==> config.mk <==
export PLATFORM = sky130hd
export DESIGN_NAME = unpacker_param
export DESIGN_NICKNAME = d
export VERILOG_FILES = /design/src/rtl/unpacker_param.sv
export SDC_FILE = /design/constraint.sdc
export NUM_CORES = 2
export LEC_CHECK = 0
export CAP_MARGIN = 30
export CORE_AREA = 2 2 605 607
export CTS_CLUSTER_SIZE = 28
export DETAILED_ROUTE_END_ITERATION = 7
export DIE_AREA = 0 0 607 609
export MAX_ROUTING_LAYER = met4
export PLACE_DENSITY_LB_ADDON = 0.05
export SLEW_MARGIN = 20
export SYNTH_ARGS = -nofsm -noshare
export SYNTH_HDL_FRONTEND = slang
export SYNTH_SLANG_ARGS = --single-unit
==> constraint.sdc <==
create_clock -name clk -period 5.08 [get_ports clk]
set_input_delay 1.016 -clock clk [delete_from_list [all_inputs] [get_ports clk]]
set_output_delay 1.016 -clock clk [all_outputs]
set_load 0.05 [all_outputs]
==> src/rtl/unpacker_param.sv <==
// unpacker_param
//   Splits one wide input beat (up to IN_BYTES bytes) into consecutive
//   OUT_BYTES-wide output words. Supports output backpressure, a programmable
//   idle gap after each beat, clamping of oversize byte counts and optional
//   zero padding of the tail word.
//
// Optional build macro:
//   UNPACKER_ZERO_PAD_EN - bytes at or beyond o_vbc in the tail word, and the
//                          whole word while o_val=0, are driven to zero.
//
// Ports:
//   clk      in   single rising-edge clock
//   reset_L  in   asynchronous active-low reset
//   cfg_gap  in   idle cycles after each beat (sampled on last-word handshake)
//   val      in   input beat valid
//   sop/eop  in   start/end of packet markers for the beat
//   vbc      in   valid byte count of the beat
//   data     in   beat data, byte 0 at the LSBs
//   ready    out  beat accepted when val && ready
//   o_val    out  output word valid
//   o_rdy    in   consumer ready
//   o_sop    out  first word of a beat carrying sop
//   o_eop    out  last word of a beat carrying eop
//   o_vbc    out  valid bytes in the current word
//   o_data   out  output word
//   err      out  pulse when an accepted beat has vbc > IN_BYTES
//   idle     out  high while waiting for a beat
//
// state   | meaning
// --------+-------------------------------------------------
// RESET   | one cycle after reset release, nothing accepted
// IDLE    | waiting for a beat, ready=1
// SEND    | emitting words k=0..n-1 of the latched beat
// GAP     | inter-beat idle gap, counter runs down to 1
module unpacker_param #(
    parameter  int IN_BYTES  = 160,
    parameter  int OUT_BYTES = 32,
    parameter  int GAP_W     = 4,
    localparam int NW        = IN_BYTES / OUT_BYTES,
    localparam int VBC_W     = $clog2(IN_BYTES + 1),
    localparam int OVBC_W    = $clog2(OUT_BYTES + 1)
) (
    input  logic                    clk,
    input  logic                    reset_L,
    input  logic [GAP_W-1:0]        cfg_gap,
    input  logic                    val,
    input  logic                    sop,
    input  logic                    eop,
    input  logic [VBC_W-1:0]        vbc,
    input  logic [IN_BYTES*8-1:0]   data,
    output logic                    ready,
    output logic                    o_val,
    input  logic                    o_rdy,
    output logic                    o_sop,
    output logic                    o_eop,
    output logic [OVBC_W-1:0]       o_vbc,
    output logic [OUT_BYTES*8-1:0]  o_data,
    output logic                    err,
    output logic                    idle
);

    localparam int KW = (NW > 1) ? $clog2(NW) : 1;
    localparam int OW = OUT_BYTES * 8;

    typedef enum logic [1:0] {
        ST_RESET,
        ST_IDLE,
        ST_SEND,
        ST_GAP
    } state_t;

    state_t                 r_state, w_state_nxt;
    logic                   r_sop, w_sop_nxt;
    logic                   r_eop, w_eop_nxt;
    logic [VBC_W-1:0]       r_vbc, w_vbc_nxt;
    logic [IN_BYTES*8-1:0]  r_data, w_data_nxt;
    logic [KW-1:0]          r_k, w_k_nxt;
    logic [GAP_W-1:0]       r_gap, w_gap_nxt;

    logic                   w_send;
    logic                   w_last;
    logic                   w_ready;
    logic                   w_over;
    logic                   w_load;
    logic [VBC_W-1:0]       w_vbc_cl;
    logic [31:0]            w_nwords;
    logic [OVBC_W-1:0]      w_tail;
    logic [OW-1:0]          w_slice;

    // Word count of the latched beat: ceil(vbc_lat / OUT_BYTES).
    assign w_nwords = (32'(r_vbc) + 32'(OUT_BYTES) - 32'd1) / 32'(OUT_BYTES);
    assign w_last   = (32'(r_k) == (w_nwords - 32'd1));
    assign w_tail   = OVBC_W'(32'(r_vbc) - (w_nwords - 32'd1) * 32'(OUT_BYTES));
    assign w_send   = (r_state == ST_SEND);

    assign w_over   = (32'(vbc) > 32'(IN_BYTES));
    assign w_vbc_cl = w_over ? VBC_W'(IN_BYTES) : vbc;

    // In SEND a new beat is taken only in the cycle the last word leaves with
    // no gap configured, which keeps back-to-back beats bubble-free.
    always_comb begin
        w_ready = 1'b0;
        case (r_state)
            ST_IDLE: w_ready = 1'b1;
            ST_SEND: w_ready = o_rdy && w_last && (cfg_gap == '0);
            default: w_ready = 1'b0;
        endcase
    end

    assign ready  = w_ready;
    assign w_load = val && w_ready && (vbc != '0);
    assign err    = val && w_ready && w_over;
    assign idle   = (r_state == ST_IDLE);

    always_comb begin
        w_state_nxt = r_state;
        w_sop_nxt   = r_sop;
        w_eop_nxt   = r_eop;
        w_vbc_nxt   = r_vbc;
        w_data_nxt  = r_data;
        w_k_nxt     = r_k;
        w_gap_nxt   = r_gap;

        case (r_state)
            ST_RESET: w_state_nxt = ST_IDLE;
            ST_IDLE:  w_state_nxt = ST_IDLE;
            ST_SEND: begin
                if (o_rdy) begin
                    if (!w_last) begin
                        w_k_nxt = r_k + KW'(1);
                    end else if (cfg_gap == '0) begin
                        w_state_nxt = ST_IDLE;
                    end else begin
                        w_gap_nxt   = cfg_gap;
                        w_state_nxt = ST_GAP;
                    end
                end
            end
            ST_GAP: begin
                if (r_gap <= GAP_W'(1)) begin
                    w_state_nxt = ST_IDLE;
                end else begin
                    w_gap_nxt = r_gap - GAP_W'(1);
                end
            end
            default: w_state_nxt = ST_IDLE;
        endcase

        // Acceptance only happens in IDLE or the gap-free last handshake, so
        // it overrides whatever the state logic above decided.
        if (w_load) begin
            w_sop_nxt   = sop;
            w_eop_nxt   = eop;
            w_vbc_nxt   = w_vbc_cl;
            w_data_nxt  = data;
            w_k_nxt     = '0;
            w_state_nxt = ST_SEND;
        end
    end

    always_ff @(posedge clk or negedge reset_L) begin
        if (!reset_L) begin
            r_state <= ST_RESET;
            r_sop   <= 1'b0;
            r_eop   <= 1'b0;
            r_vbc   <= '0;
            r_data  <= '0;
            r_k     <= '0;
            r_gap   <= '0;
        end else begin
            r_state <= w_state_nxt;
            r_sop   <= w_sop_nxt;
            r_eop   <= w_eop_nxt;
            r_vbc   <= w_vbc_nxt;
            r_data  <= w_data_nxt;
            r_k     <= w_k_nxt;
            r_gap   <= w_gap_nxt;
        end
    end

    assign w_slice = r_data[OW*int'(r_k) +: OW];

    assign o_val = w_send;
    assign o_sop = w_send && (r_k == '0) && r_sop;
    assign o_eop = w_send && w_last && r_eop;
    assign o_vbc = !w_send ? '0 : (w_last ? w_tail : OVBC_W'(OUT_BYTES));

`ifdef UNPACKER_ZERO_PAD_EN
    always_comb begin
        o_data = '0;
        if (w_send) begin
            for (int b = 0; b < OUT_BYTES; b++) begin
                if (b < int'(o_vbc)) begin
                    o_data[b*8 +: 8] = w_slice[b*8 +: 8];
                end
            end
        end
    end
`else
    // Raw slice; bytes beyond o_vbc are whatever the beat carried.
    assign o_data = w_slice;
`endif

endmodule

==> qor.csv <==
metric,value,unit
drive_gt1_share,7.403,%
grt_pass1_wl,464.6,mm
post_drt_wl_per_cell,24.90,um
grt_pass1_vias,56700,
die-area,369700,sq um
post-route-util,24.21,%
ant_nets,0,
start_util,16.16,%
post-route-drc-count,0,
pin_count,1566,
ys_types,48,
critPathLaunchType,flip-flop,
leakage,40.81,nW
dp_hpwl,254.5,mm
ys_warn_count,0,
gp_congestion,0.8020,
critPathCaptureType,output port,
htree_num_levels,4,
drt-initial-drc-count,2882,
finalSetupViolations,0,
syn_area,58800,sq um
crit_required,4.06,ns
insertion_delay,0.86,ns
hold_buffers,0,
ys_async_sr_fraction,100.0,%
track_usage,18.38,%
antenna_found_initial,286,
yosysSeqAreaShare,55.28,%
grt_start_max_net_pins,126,
ys.flop_type,dfrtp_1,
vdd_ir_drop_max,0.2946,mV
fin_crit_sh,95.45,%
syn_inst,7024,
wl,339.7,mm
slew_headroom,32.68,%
first_pass_iters,7,
num_rows,222,
dp.cells,13180,
core,363900,sq um
grt_setup_unrepaired,no,
critPathKind,reg2out,
vias_per_cell,3.987,
area_delta_synth_final,49.80,%
place.port_buffers,1565,
worst_hold_slack,0.1637,ns
cts_max_path_buffers,4,
critPathArrivalTime,3.83,ns
fin_cells,13640,
grt_overflow_total,0,
syn_area_per_cell,8.371,sq um
hold_viol_final,0,
cts.sinks,1299,
worst_pin_slew,0.9818,ns
root_buffer,clkbuf_16,
slew_violations,0,
status,"finished, final reports clean",
p_per_area,655.3,nW/um^2
die_x,607,um
nets,9864,
fp.dieH,609,um
worstPathMaxFanout,66,
min_path_type,in2async,
synth_seq_cells,1299,
clk_pin_slew,0.06,ns
cap_violations,0,
fillers,39990,
fin_crit,4.849,ns
vias,54380,
finalClockSkew,0.04651,ns
cts_tree,done,
synthesis.nets,8331,
cts_made_buffers,185,
synth_edf_count,0,
timing.fmax,206.2,MHz
## per-stage QoR
step	setup WS [ns]	setup TNS [ns]	power, mW	cell area, sq um
6_report	0.2313	0	57.71	88080
3_3_place_gp	0.1692	0	45.29	81640
3_5_place_dp	0.3863	0	45.53	81640
5_1_grt	0.04530	0	62.03	88050
2_1_floorplan	0.5494	0	33.40	58800
4_1_cts	-0.1040	-0.1040	59.17	87730
## layer usage
| metal | vias up | GRT usage, % | wire [um] |
|---|---|---|---|
| li1 | 25630 | - | - |
| met1 | 26530 | 20.76 | 137100 |
| met2 | 1586 | 31.82 | 172300 |
| met3 | 636 | 3.987 | 18090 |
| met4 | 0 | 6.465 | 12190 |
| met5 | - | - | 0 |
## cells by family (layout without fill, tap and decap cells)
logic type | Yosys count | count (layout) | share of synthesized area (%)
and+or+nand+nor | 4174 | 4174 | 26.80
DFF | 1299 | 1299 | 55.28
AOI/OAI and AO/OA | 550 | 550 | 5.360
muxes | 512 | 512 | 8.737
buffers and inverters | 475 | 2150 | 3.507
adders and majority gates | 9 | 9 | 0.1915
xor gates and xnor gates | 5 | 5 | 0.1213
other | 0 | 125 | 0
## synthesized netlist by cell type, types with 2 or more instances
cell,number,area (sq um)
o22ai_1,255,1595
and3_1,6,37.54
o21ai_0,7,35.03
xnor3_1,2,45.04
buf_4,36,270.3
dfrtp_1,1299,32510
nor3_1,4,20.02
clkbuf_1,258,968.4
nand2b_1,3,18.77
nand3_1,7,35.03
o211ai_1,2,15.01
a21oi_1,265,1326
or4_1,2,15.01
buf_1,53,198.9
xor2_1,2,17.52
ha_1,9,112.6
a211oi_1,2,15.01
buf_2,115,575.6
nor2_1,271,1017
o31ai_1,3,22.52
nand2_1,3869,14520
a31oi_1,4,25.02
nand4_1,3,18.77
inv_1,13,48.80
mux2i_1,511,5115
## placed cells by master, fill, tap and decap left out, types with 3 or more instances in the layout
master,n
a21oi_1,262
dfrtp_4,3
clkdlybuf4s50_1,1459
clkinv_2,21
nand4_1,3
nor2_1,270
a31oi_1,3
clkbuf_1,54
o31ai_1,3
dfrtp_1,1296
mux2i_1,511
ha_1,8
nand2_1,3869
inv_1,13
o22ai_1,255
and3_1,5
nand3_1,7
buf_6,3
diode_2,125
clkinvlp_4,3
o21ai_0,7
inv_16,3
buf_4,216
clkbuf_8,53
clkbuf_16,191
buf_12,129
a21oi_2,3
## power by group
part | internal (mW) | switching [mW] | total, mW
logic | 9.06 | 17.6 | 26.6
registers | 15.3 | 2.69 | 18.0
clock network | 7.75 | 5.32 | 13.1
## area by class of cell
cell class                 count  area, sq um  area share, %
timing repair buffer        1808        18870          21.42
multi-input combinational   5250        24330          27.62
sequential                  1299        32520          36.92
antenna                      125        312.8         0.3551
clock buffer                 298         5712          6.485
clock inverter                31        265.3         0.3012
tap                         4816         6026          6.841
inverter                      13        48.80        0.05540
## worst paths after layout
| path | from | end | slack, ns | cells past startpoint |
|---|---|---|---|---|
| worst max-delay path | r_k[0] | o_data[42] | 0.23 | 5 |
| worst min-delay path | reset_L | r_data[219] | 0.16 | 1 |
| worst max register to register | r_vbc[4] | r_data[431] | 1.26 | 17 |
| worst min register to register | r_data[149] | r_data[149] | 0.46 | 2 |
| max in group asynchronous | reset_L | r_data[892] | 3.56 | 2 |
| min in group clk | r_data[149] | r_data[149] | 0.46 | 2 |
## flip-flops by register name, indices dropped and copies added, names as in the netlist
register	count
r_data	1280
r_eop	1
r_gap	4
r_k	3
r_sop	1
r_state	2
r_vbc	8
## critical path, cell delays in order (launching register included)
cell and delay (ns):
dfrtp_4 0.53, buf_12 0.35, buf_12 0.35, mux2i_1 0.15, o22ai_1 0.41, clkdlybuf4s50_1 0.90
## what timing repair did
| action | CTS | global route |
|---|---|---|
| pin swaps | 1 | 6 |
| setup buffers | 5 | 2 |
| cloned | 0 | 0 |
| setup endpoints to repair | 47 | 9 |
| gates resized for setup | 10 | 6 |
Power figures use the tool's default switching activity.
